--- src/rtl/branch_pred_pkg.sv ---
// Shared types and constants for the branch predictor: FSM encoding,
// 2-bit counter values, BTB entry layout and the sequential-PC increment.
package branch_pred_pkg;

  localparam int BTB_TAG_BITS = 8;

  localparam logic [0:0] ST_INIT = 1'b0;
  localparam logic [0:0] ST_RUN  = 1'b1;

  localparam logic [1:0] CNT_SNT = 2'b00;
  localparam logic [1:0] CNT_WNT = 2'b01;
  localparam logic [1:0] CNT_WT  = 2'b10;
  localparam logic [1:0] CNT_ST  = 2'b11;

  localparam logic [31:0] PC_INC = 32'd4;

  typedef struct packed {
    logic                    valid;
    logic [BTB_TAG_BITS-1:0] tag;
    logic [31:0]             target;
    logic                    jmp_bit;
    logic [1:0]              cnt;
  } btb_entry_t;

  function automatic logic [1:0] cnt_sat(input logic [1:0] cnt, input logic up);
    if (up) begin
      return (cnt == CNT_ST) ? CNT_ST : cnt + 2'd1;
    end
    return (cnt == CNT_SNT) ? CNT_SNT : cnt - 2'd1;
  endfunction

endpackage

--- src/rtl/branch_predictor_unit_if.sv ---
// Fetch lookup, EX resolution, redirect and performance-counter signals
// between the pipeline (master) and the branch predictor (slave).
interface branch_predictor_unit_if;

  logic [31:0] IF_PC;
  logic        PRED_TAKEN;
  logic [31:0] PRED_TARGET;

  logic        STALL;
  logic        EX_VALID;
  logic        EX_JUMP;
  logic        EX_BRANCH;
  logic [31:0] EX_PC;
  logic        EX_PRED_TAKEN;
  logic [31:0] EX_PRED_TARGET;
  logic        EX_TAKEN;
  logic [31:0] EX_TARGET;

  logic        FLUSH;
  logic [31:0] REDIRECT_PC;
  logic        BUSY;
  logic [31:0] BRANCH_COUNT;
  logic [31:0] MISPRED_COUNT;

  modport master (
    output IF_PC, STALL, EX_VALID, EX_JUMP, EX_BRANCH, EX_PC,
           EX_PRED_TAKEN, EX_PRED_TARGET, EX_TAKEN, EX_TARGET,
    input  PRED_TAKEN, PRED_TARGET, FLUSH, REDIRECT_PC, BUSY,
           BRANCH_COUNT, MISPRED_COUNT
  );

  modport slave (
    input  IF_PC, STALL, EX_VALID, EX_JUMP, EX_BRANCH, EX_PC,
           EX_PRED_TAKEN, EX_PRED_TARGET, EX_TAKEN, EX_TARGET,
    output PRED_TAKEN, PRED_TARGET, FLUSH, REDIRECT_PC, BUSY,
           BRANCH_COUNT, MISPRED_COUNT
  );

endinterface

--- src/rtl/btb_array.sv ---
// Direct-mapped BTB storage: asynchronous fetch read, asynchronous read of the
// EX entry for the counter update, and one synchronous write port.
module btb_array
  import branch_pred_pkg::*;
#(
  parameter int INDEX_BITS = 6
) (
  input  logic                  CLK,
  input  logic [INDEX_BITS-1:0] rd_idx,
  output btb_entry_t            rd_entry,
  input  logic [INDEX_BITS-1:0] upd_idx,
  output btb_entry_t            upd_entry,
  input  logic                  wr_en,
  input  logic [INDEX_BITS-1:0] wr_idx,
  input  btb_entry_t            wr_entry
);

  btb_entry_t mem [2**INDEX_BITS];

  // No reset on the array: the INIT sweep clears every entry after reset.
  always_ff @(posedge CLK) begin
    if (wr_en) begin
      mem[wr_idx] <= wr_entry;
    end
  end

  assign rd_entry  = mem[rd_idx];
  assign upd_entry = mem[upd_idx];

endmodule

--- src/rtl/branch_predictor_unit.sv ---
// Dynamic branch predictor: BTB lookup for fetch, table update and registered
// flush/redirect on EX resolution, plus branch/mispredict counters.
//   state   | meaning
//   ST_INIT | sweeping the BTB to invalid/WNT, BUSY=1, resolutions ignored
//   ST_RUN  | predicting and updating until the next RESET
module branch_predictor_unit
  import branch_pred_pkg::*;
#(
  parameter int INDEX_BITS = 6,
  parameter int TAG_BITS   = BTB_TAG_BITS
) (
  input logic                     CLK,
  input logic                     RESET,
  branch_predictor_unit_if.slave  bp
);

  logic [0:0]              state;
  logic [INDEX_BITS-1:0]   init_idx;
  logic                    run;

  btb_entry_t              rd_entry;
  btb_entry_t              upd_entry;
  btb_entry_t              wr_entry;
  logic                    wr_en;
  logic [INDEX_BITS-1:0]   wr_idx;

  logic [INDEX_BITS-1:0]   if_idx;
  logic [INDEX_BITS-1:0]   ex_idx;
  logic [BTB_TAG_BITS-1:0] if_tag;
  logic [BTB_TAG_BITS-1:0] ex_tag;
  logic                    if_hit;
  logic                    ex_hit;
  logic                    pred_taken;
  logic                    res;
  logic                    mispred;

  logic                    flush;
  logic [31:0]             redirect_pc;
  logic [31:0]             branch_count;
  logic [31:0]             mispred_count;

  assign run    = (state == ST_RUN);
  assign if_idx = bp.IF_PC[INDEX_BITS+1:2];
  assign ex_idx = bp.EX_PC[INDEX_BITS+1:2];
  assign if_tag = BTB_TAG_BITS'(bp.IF_PC[INDEX_BITS+2 +: TAG_BITS]);
  assign ex_tag = BTB_TAG_BITS'(bp.EX_PC[INDEX_BITS+2 +: TAG_BITS]);

  btb_array #(.INDEX_BITS(INDEX_BITS)) u_btb (
    .CLK       (CLK),
    .rd_idx    (if_idx),
    .rd_entry  (rd_entry),
    .upd_idx   (ex_idx),
    .upd_entry (upd_entry),
    .wr_en     (wr_en),
    .wr_idx    (wr_idx),
    .wr_entry  (wr_entry)
  );

  // Lookup reads the array before this cycle's write lands.
  assign if_hit     = rd_entry.valid & (rd_entry.tag == if_tag);
  assign pred_taken = run & if_hit & (rd_entry.jmp_bit | (rd_entry.cnt >= CNT_WT));

  assign bp.PRED_TAKEN  = pred_taken;
  assign bp.PRED_TARGET = pred_taken ? rd_entry.target : bp.IF_PC + PC_INC;

  assign ex_hit  = upd_entry.valid & (upd_entry.tag == ex_tag);
  assign res     = run & bp.EX_VALID & (bp.EX_JUMP | bp.EX_BRANCH) & ~bp.STALL & ~flush;
  assign mispred = (bp.EX_TAKEN != bp.EX_PRED_TAKEN) |
                   (bp.EX_TAKEN & (bp.EX_TARGET != bp.EX_PRED_TARGET));

  always_comb begin
    wr_en    = 1'b0;
    wr_idx   = init_idx;
    wr_entry = '0;
    if (!run) begin
      wr_en    = 1'b1;
      wr_entry = '{valid: 1'b0, tag: '0, target: '0, jmp_bit: 1'b0, cnt: CNT_WNT};
    end else if (res) begin
      wr_idx = ex_idx;
      if (bp.EX_TAKEN) begin
        wr_en            = 1'b1;
        wr_entry.valid   = 1'b1;
        wr_entry.tag     = ex_tag;
        wr_entry.target  = bp.EX_TARGET;
        wr_entry.jmp_bit = bp.EX_JUMP;
        if (ex_hit) begin
          wr_entry.cnt = cnt_sat(upd_entry.cnt, 1'b1);
        end else begin
          wr_entry.cnt = bp.EX_JUMP ? CNT_ST : CNT_WT;
        end
      end else if (ex_hit) begin
        wr_en        = 1'b1;
        wr_entry     = upd_entry;
        wr_entry.cnt = cnt_sat(upd_entry.cnt, 1'b0);
      end
    end
  end

  always_ff @(posedge CLK) begin
    if (RESET) begin
      state    <= ST_INIT;
      init_idx <= '0;
    end else if (state == ST_INIT) begin
      init_idx <= init_idx + 1'b1;
      if (init_idx == {INDEX_BITS{1'b1}}) begin
        state <= ST_RUN;
      end
    end
  end

  // Flush lasts one cycle: res is masked while flush is high.
  always_ff @(posedge CLK) begin
    if (RESET) begin
      flush         <= 1'b0;
      redirect_pc   <= '0;
      branch_count  <= '0;
      mispred_count <= '0;
    end else begin
      flush <= res & mispred;
      if (res) begin
        branch_count <= branch_count + 32'd1;
        if (mispred) begin
          mispred_count <= mispred_count + 32'd1;
          redirect_pc   <= bp.EX_TAKEN ? bp.EX_TARGET : bp.EX_PC + PC_INC;
        end
      end
    end
  end

  assign bp.FLUSH         = flush;
  assign bp.REDIRECT_PC   = redirect_pc;
  assign bp.BUSY          = ~run;
  assign bp.BRANCH_COUNT  = branch_count;
  assign bp.MISPRED_COUNT = mispred_count;

endmodule

--- src/flat_wrapper.sv ---
// flat-port wrapper written by rule: the top's interface ports become plain ports
module branch_predictor_unit_flat import branch_pred_pkg::*;
#(
  parameter int INDEX_BITS = 6,
  parameter int TAG_BITS   = BTB_TAG_BITS
)
  (CLK, RESET, bp_IF_PC, bp_STALL, bp_EX_VALID, bp_EX_JUMP, bp_EX_BRANCH, bp_EX_PC, bp_EX_PRED_TAKEN, bp_EX_PRED_TARGET, bp_EX_TAKEN, bp_EX_TARGET, bp_PRED_TAKEN, bp_PRED_TARGET, bp_FLUSH, bp_REDIRECT_PC, bp_BUSY, bp_BRANCH_COUNT, bp_MISPRED_COUNT);
  branch_predictor_unit_if bp_i ();
  input logic CLK;
  input logic RESET;
  input wire logic [$bits(bp_i.IF_PC)-1:0] bp_IF_PC;
  input wire logic [$bits(bp_i.STALL)-1:0] bp_STALL;
  input wire logic [$bits(bp_i.EX_VALID)-1:0] bp_EX_VALID;
  input wire logic [$bits(bp_i.EX_JUMP)-1:0] bp_EX_JUMP;
  input wire logic [$bits(bp_i.EX_BRANCH)-1:0] bp_EX_BRANCH;
  input wire logic [$bits(bp_i.EX_PC)-1:0] bp_EX_PC;
  input wire logic [$bits(bp_i.EX_PRED_TAKEN)-1:0] bp_EX_PRED_TAKEN;
  input wire logic [$bits(bp_i.EX_PRED_TARGET)-1:0] bp_EX_PRED_TARGET;
  input wire logic [$bits(bp_i.EX_TAKEN)-1:0] bp_EX_TAKEN;
  input wire logic [$bits(bp_i.EX_TARGET)-1:0] bp_EX_TARGET;
  output wire logic [$bits(bp_i.PRED_TAKEN)-1:0] bp_PRED_TAKEN;
  output wire logic [$bits(bp_i.PRED_TARGET)-1:0] bp_PRED_TARGET;
  output wire logic [$bits(bp_i.FLUSH)-1:0] bp_FLUSH;
  output wire logic [$bits(bp_i.REDIRECT_PC)-1:0] bp_REDIRECT_PC;
  output wire logic [$bits(bp_i.BUSY)-1:0] bp_BUSY;
  output wire logic [$bits(bp_i.BRANCH_COUNT)-1:0] bp_BRANCH_COUNT;
  output wire logic [$bits(bp_i.MISPRED_COUNT)-1:0] bp_MISPRED_COUNT;
  assign bp_i.IF_PC = bp_IF_PC;
  assign bp_i.STALL = bp_STALL;
  assign bp_i.EX_VALID = bp_EX_VALID;
  assign bp_i.EX_JUMP = bp_EX_JUMP;
  assign bp_i.EX_BRANCH = bp_EX_BRANCH;
  assign bp_i.EX_PC = bp_EX_PC;
  assign bp_i.EX_PRED_TAKEN = bp_EX_PRED_TAKEN;
  assign bp_i.EX_PRED_TARGET = bp_EX_PRED_TARGET;
  assign bp_i.EX_TAKEN = bp_EX_TAKEN;
  assign bp_i.EX_TARGET = bp_EX_TARGET;
  assign bp_PRED_TAKEN = bp_i.PRED_TAKEN;
  assign bp_PRED_TARGET = bp_i.PRED_TARGET;
  assign bp_FLUSH = bp_i.FLUSH;
  assign bp_REDIRECT_PC = bp_i.REDIRECT_PC;
  assign bp_BUSY = bp_i.BUSY;
  assign bp_BRANCH_COUNT = bp_i.BRANCH_COUNT;
  assign bp_MISPRED_COUNT = bp_i.MISPRED_COUNT;
  branch_predictor_unit #(.INDEX_BITS(INDEX_BITS), .TAG_BITS(TAG_BITS)) u_core (.CLK(CLK), .RESET(RESET), .bp(bp_i));
endmodule
--- config.mk ---
export PLATFORM = sky130hd
export DESIGN_NAME = branch_predictor_unit_flat
export DESIGN_NICKNAME = d
export VERILOG_FILES = /design/src/rtl/branch_pred_pkg.sv /design/src/rtl/branch_predictor_unit_if.sv /design/src/rtl/btb_array.sv /design/src/rtl/branch_predictor_unit.sv /design/src/flat_wrapper.sv
export SDC_FILE = /design/constraint.sdc
export NUM_CORES = 2
export LEC_CHECK = 0
export CORE_MARGIN = 5
export CORE_UTILIZATION = 50
export CTS_CLUSTER_DIAMETER = 60
export DETAILED_ROUTE_END_ITERATION = 6
export DONT_BUFFER_PORTS = 1
export PLACE_DENSITY = 0.76
export SETUP_SLACK_MARGIN = 0.1
export SLEW_MARGIN = 20
export SYNTH_ARGS = -nofsm -noshare
export SYNTH_HDL_FRONTEND = slang
export SYNTH_SLANG_ARGS = --single-unit
--- constraint.sdc ---
create_clock -name CLK -period 12 [get_ports CLK]
set_clock_uncertainty 0.15 [all_clocks]
set_input_delay 3.6 -clock CLK [delete_from_list [all_inputs] [get_ports CLK]]
set_output_delay 3.6 -clock CLK [all_outputs]
set_load 0.05 [all_outputs]
==> results_dict.tcl <==
set metrics [dict create \
    status "finished with violations" \
    violations "DRC" \
    drc_errors 20 \
    ios 267 \
    max_slew_margin_pct 7.004 \
    drt-total-wl_mm 454.5 \
    wire_per_inst_um 43.47 \
    r2r_slack_ns 5.99 \
    core_um2 270300 \
    switching_share_pct 21.46 \
    die_w_um 530.3 \
    r2r_cells 6 \
    p_int_uw 16820 \
    synth_ff_type "edfxtp_1" \
    io_buffers 0 \
    placedCellCount 9840 \
    detailed_place_hpwl_mm 238.4 \
    grt_pass1_vias 78260 \
    synth_edf_count 2816 \
    rr_endpoint "u_core.u_btb.mem[1][23]" \
    dr.first_iter.drc_count 14730 \
    fill_cells 19170 \
    cts_tree "built" \
    cellPowerDensity_nw_per_um2 141.2 \
    area_growth_pct 12.01 \
    netlist_area_um2 135400 \
    htreeDepth 5 \
    drv_cap 0 \
    cp-end-kind "output pin" \
    period_needed_ns 11.80 \
    whs_ns 0.4377 \
    syn-num-nets 6690 \
    ir_drop_mv 0.1866 \
    clock_path_buffers 4 \
    slew_viol_final 0 \
    multi_input_area_um2 47420 \
    grt_usage_pct 31.85 \
    setup_viol 0 \
    crit_fanout 64 \
    synth_most_common_cell "edfxtp_1" \
    synth.area.top_cells "edfxtp_1 (62%), mux4_2 (27%), dfxtp_1 (1.5%)" \
    hp-class "flop to flop" \
    stdcell_count 10460 \
    p_clk_share_pct 43.1 \
    die_h_um 530.3 \
    root_buffer "clkbuf_16" \
    rows 191 \
    arrival_ns 8.05 \
    grt_overflow 0 \
    grt_max_degree 746 \
    synthTopCellsByCount "edfxtp_1 (2,816), mux4_2 (1,646), clkbuf_1 (240)" \
    drive_above_1_share_pct 36.51 \
    worstPathRequired_ns 8.25 \
    worstHoldEndpoint "u_core.init_idx[1]" \
    post_cts_resized 0 \
    synth_top_area_share_pct 62.47 \
    cts.sinks 2920 \
    place.gp.congestion 0.9317 \
    detail-route-antenna-nets 0 \
    regArea_um2 86640 \
    cts_hold_buffers 0 \
    start_util_pct 50.08 \
    finalHoldViolations 0 \
    p_switching_uw 4596 \
    antenna_found_initial 40 \
    p_total_uw 21420 \
    syn-mean-instance-area_um2 20.67 \
    fmax_ghz 0.08476 \
    ys_ff_latch 2920 \
    hold_depth 2 \
    hold_start "u_core.init_idx[1]" \
    synth_cell_types 74 \
    drtPass1Iterations 7 \
    ys_warn_count 0 \
    p_comb_share_pct 5.1 \
    grt_pass1_wl_mm 620.4 \
    cp-start-kind "input pin" \
    yosys.area.top_type "edfxtp_1" \
    setup_tns_ns 0 \
    clk_pin_slew_ns 0.07 \
    p_leak_uw 0.05260 \
    vias 79640 \
    vias_per_cell 7.617 \
    fin_nets 6752 \
    worst_slew_pin_slew_ns 1.395 \
    rr_startpoint "u_core.run" \
    seq_power_share_pct 51.7 \
    critPathKind "input pin to output pin" \
    post-route-period-util_pct 98.31 \
    syn_inst 6549 \
    cts_setup_buffers 0 \
    ys_async_sr_fraction_pct 0 \
    rsz0062_at_grt "no" \
    clk_latency_ns 0.97 \
    cts_inserted_buffers 305 \
    pre_cts_ws_ns 0.6437 \
    dieArea_um2 281300 \
    synth-seq-area-share_pct 64.00 \
    worst_slack_ns 0.2026 \
]
==> worst max-delay path, cell delays in order <==
cell      delay (ns)
buf_16          0.33
buf_16          0.34
buf_16          0.28
buf_16          0.34
nor3_1          0.13
a21oi_1         0.18
mux4_2          0.29
a32oi_1         0.11
o211ai_1        0.38
nand2_1         0.24
nor4b_2         0.37
nand4_1         0.18
buf_4           0.33
inv_2           0.19
mux2_2          0.48
==> placed cells by master (no fill, tap or decap), types with 64 or more instances in the layout <==
| cell type | instances |
|---|---|
| buf_4 | 144 |
| clkbuf_16 | 324 |
| dfxtp_1 | 104 |
| diode_2 | 67 |
| edfxtp_1 | 2816 |
| mux2i_1 | 124 |
| mux4_2 | 1646 |
| nand2_1 | 221 |
| nand3_1 | 83 |
| nor2_1 | 161 |
| nor2_4 | 64 |
| o21ai_0 | 104 |
| xor2_1 | 97 |
==> metal layers <==
metal / track usage [%] / part of all wire [%] / vias up
li1: - / - / 28630
met1: 39.35 / 31 / 41340
met2: 46.37 / 45 / 8079
met3: 12.03 / 16 / 1570
met4: 22.81 / 7.9 / 22
met5: 0.2735 / 0.030 / -
==> worst max-delay path by stage <==
stage                start           endpoint  slack, ns  depth (start not counted)
6_report       bp_IF_PC[2]  bp_PRED_TARGET[1]       0.20                         15
5_1_grt        bp_IF_PC[2]  bp_PRED_TARGET[3]       0.18                         15
4_1_cts        bp_IF_PC[2]  bp_PRED_TARGET[3]       0.60                         12
3_5_place_dp   bp_IF_PC[2]  bp_PRED_TARGET[3]       0.64                         12
3_3_place_gp   bp_IF_PC[2]  bp_PRED_TARGET[3]       0.69                         12
2_1_floorplan  bp_IF_PC[3]  bp_PRED_TARGET[2]       1.16                         15
==> cells by family after synthesis <==
group,Yosys count,synth area share (%)
AO/OA/AOI/OAI,383,1.806
XOR/XNOR,159,1.029
adder cells (fa/ha/maj),6,0.05361
buffers and inverters,508,1.727
flip-flops,2920,64.00
multiplexers,1832,28.83
AND/OR/NAND/NOR,741,2.551
==> power groups by stage <==
stage	clock, uW	combinational [uW]	sequential (uW)
2_1_floorplan	0	797	11300
3_3_place_gp	0	802	11300
3_5_place_dp	0	806	11300
4_1_cts	9240	811	11100
5_1_grt	9690	1130	11100
6_report	9230	1100	11100
==> registers in the layout (all words and copies together), names as in the netlist <==
| signal | count |
|---|---|
| u_core.u_btb.mem | 2816 |
| u_core.bp.BRANCH_COUNT | 32 |
| u_core.bp.MISPRED_COUNT | 32 |
| u_core.bp.REDIRECT_PC | 32 |
| u_core.init_idx | 6 |
| u_core.bp.FLUSH | 1 |
| u_core.run | 1 |
==> through the flow <==
stage,instance area (um^2),utilization (%)
final,151600,56.10
after global routing,151600,56.09
after CTS,150500,55.69
after detailed placement,141100,52.20
after global placement,140400,51.96
after floorplan,135400,-
==> layout make-up <==
cell class,count,area share (%)
antenna,67,0.1106
sequential,2920,57.14
multi-input combinational,3121,31.27
inverter,22,0.06684
clock buffer,382,5.398
tap,3570,2.946
clock inverter,132,0.8219
timing repair buffer,241,2.247
Power figures use the tool's default switching activity.
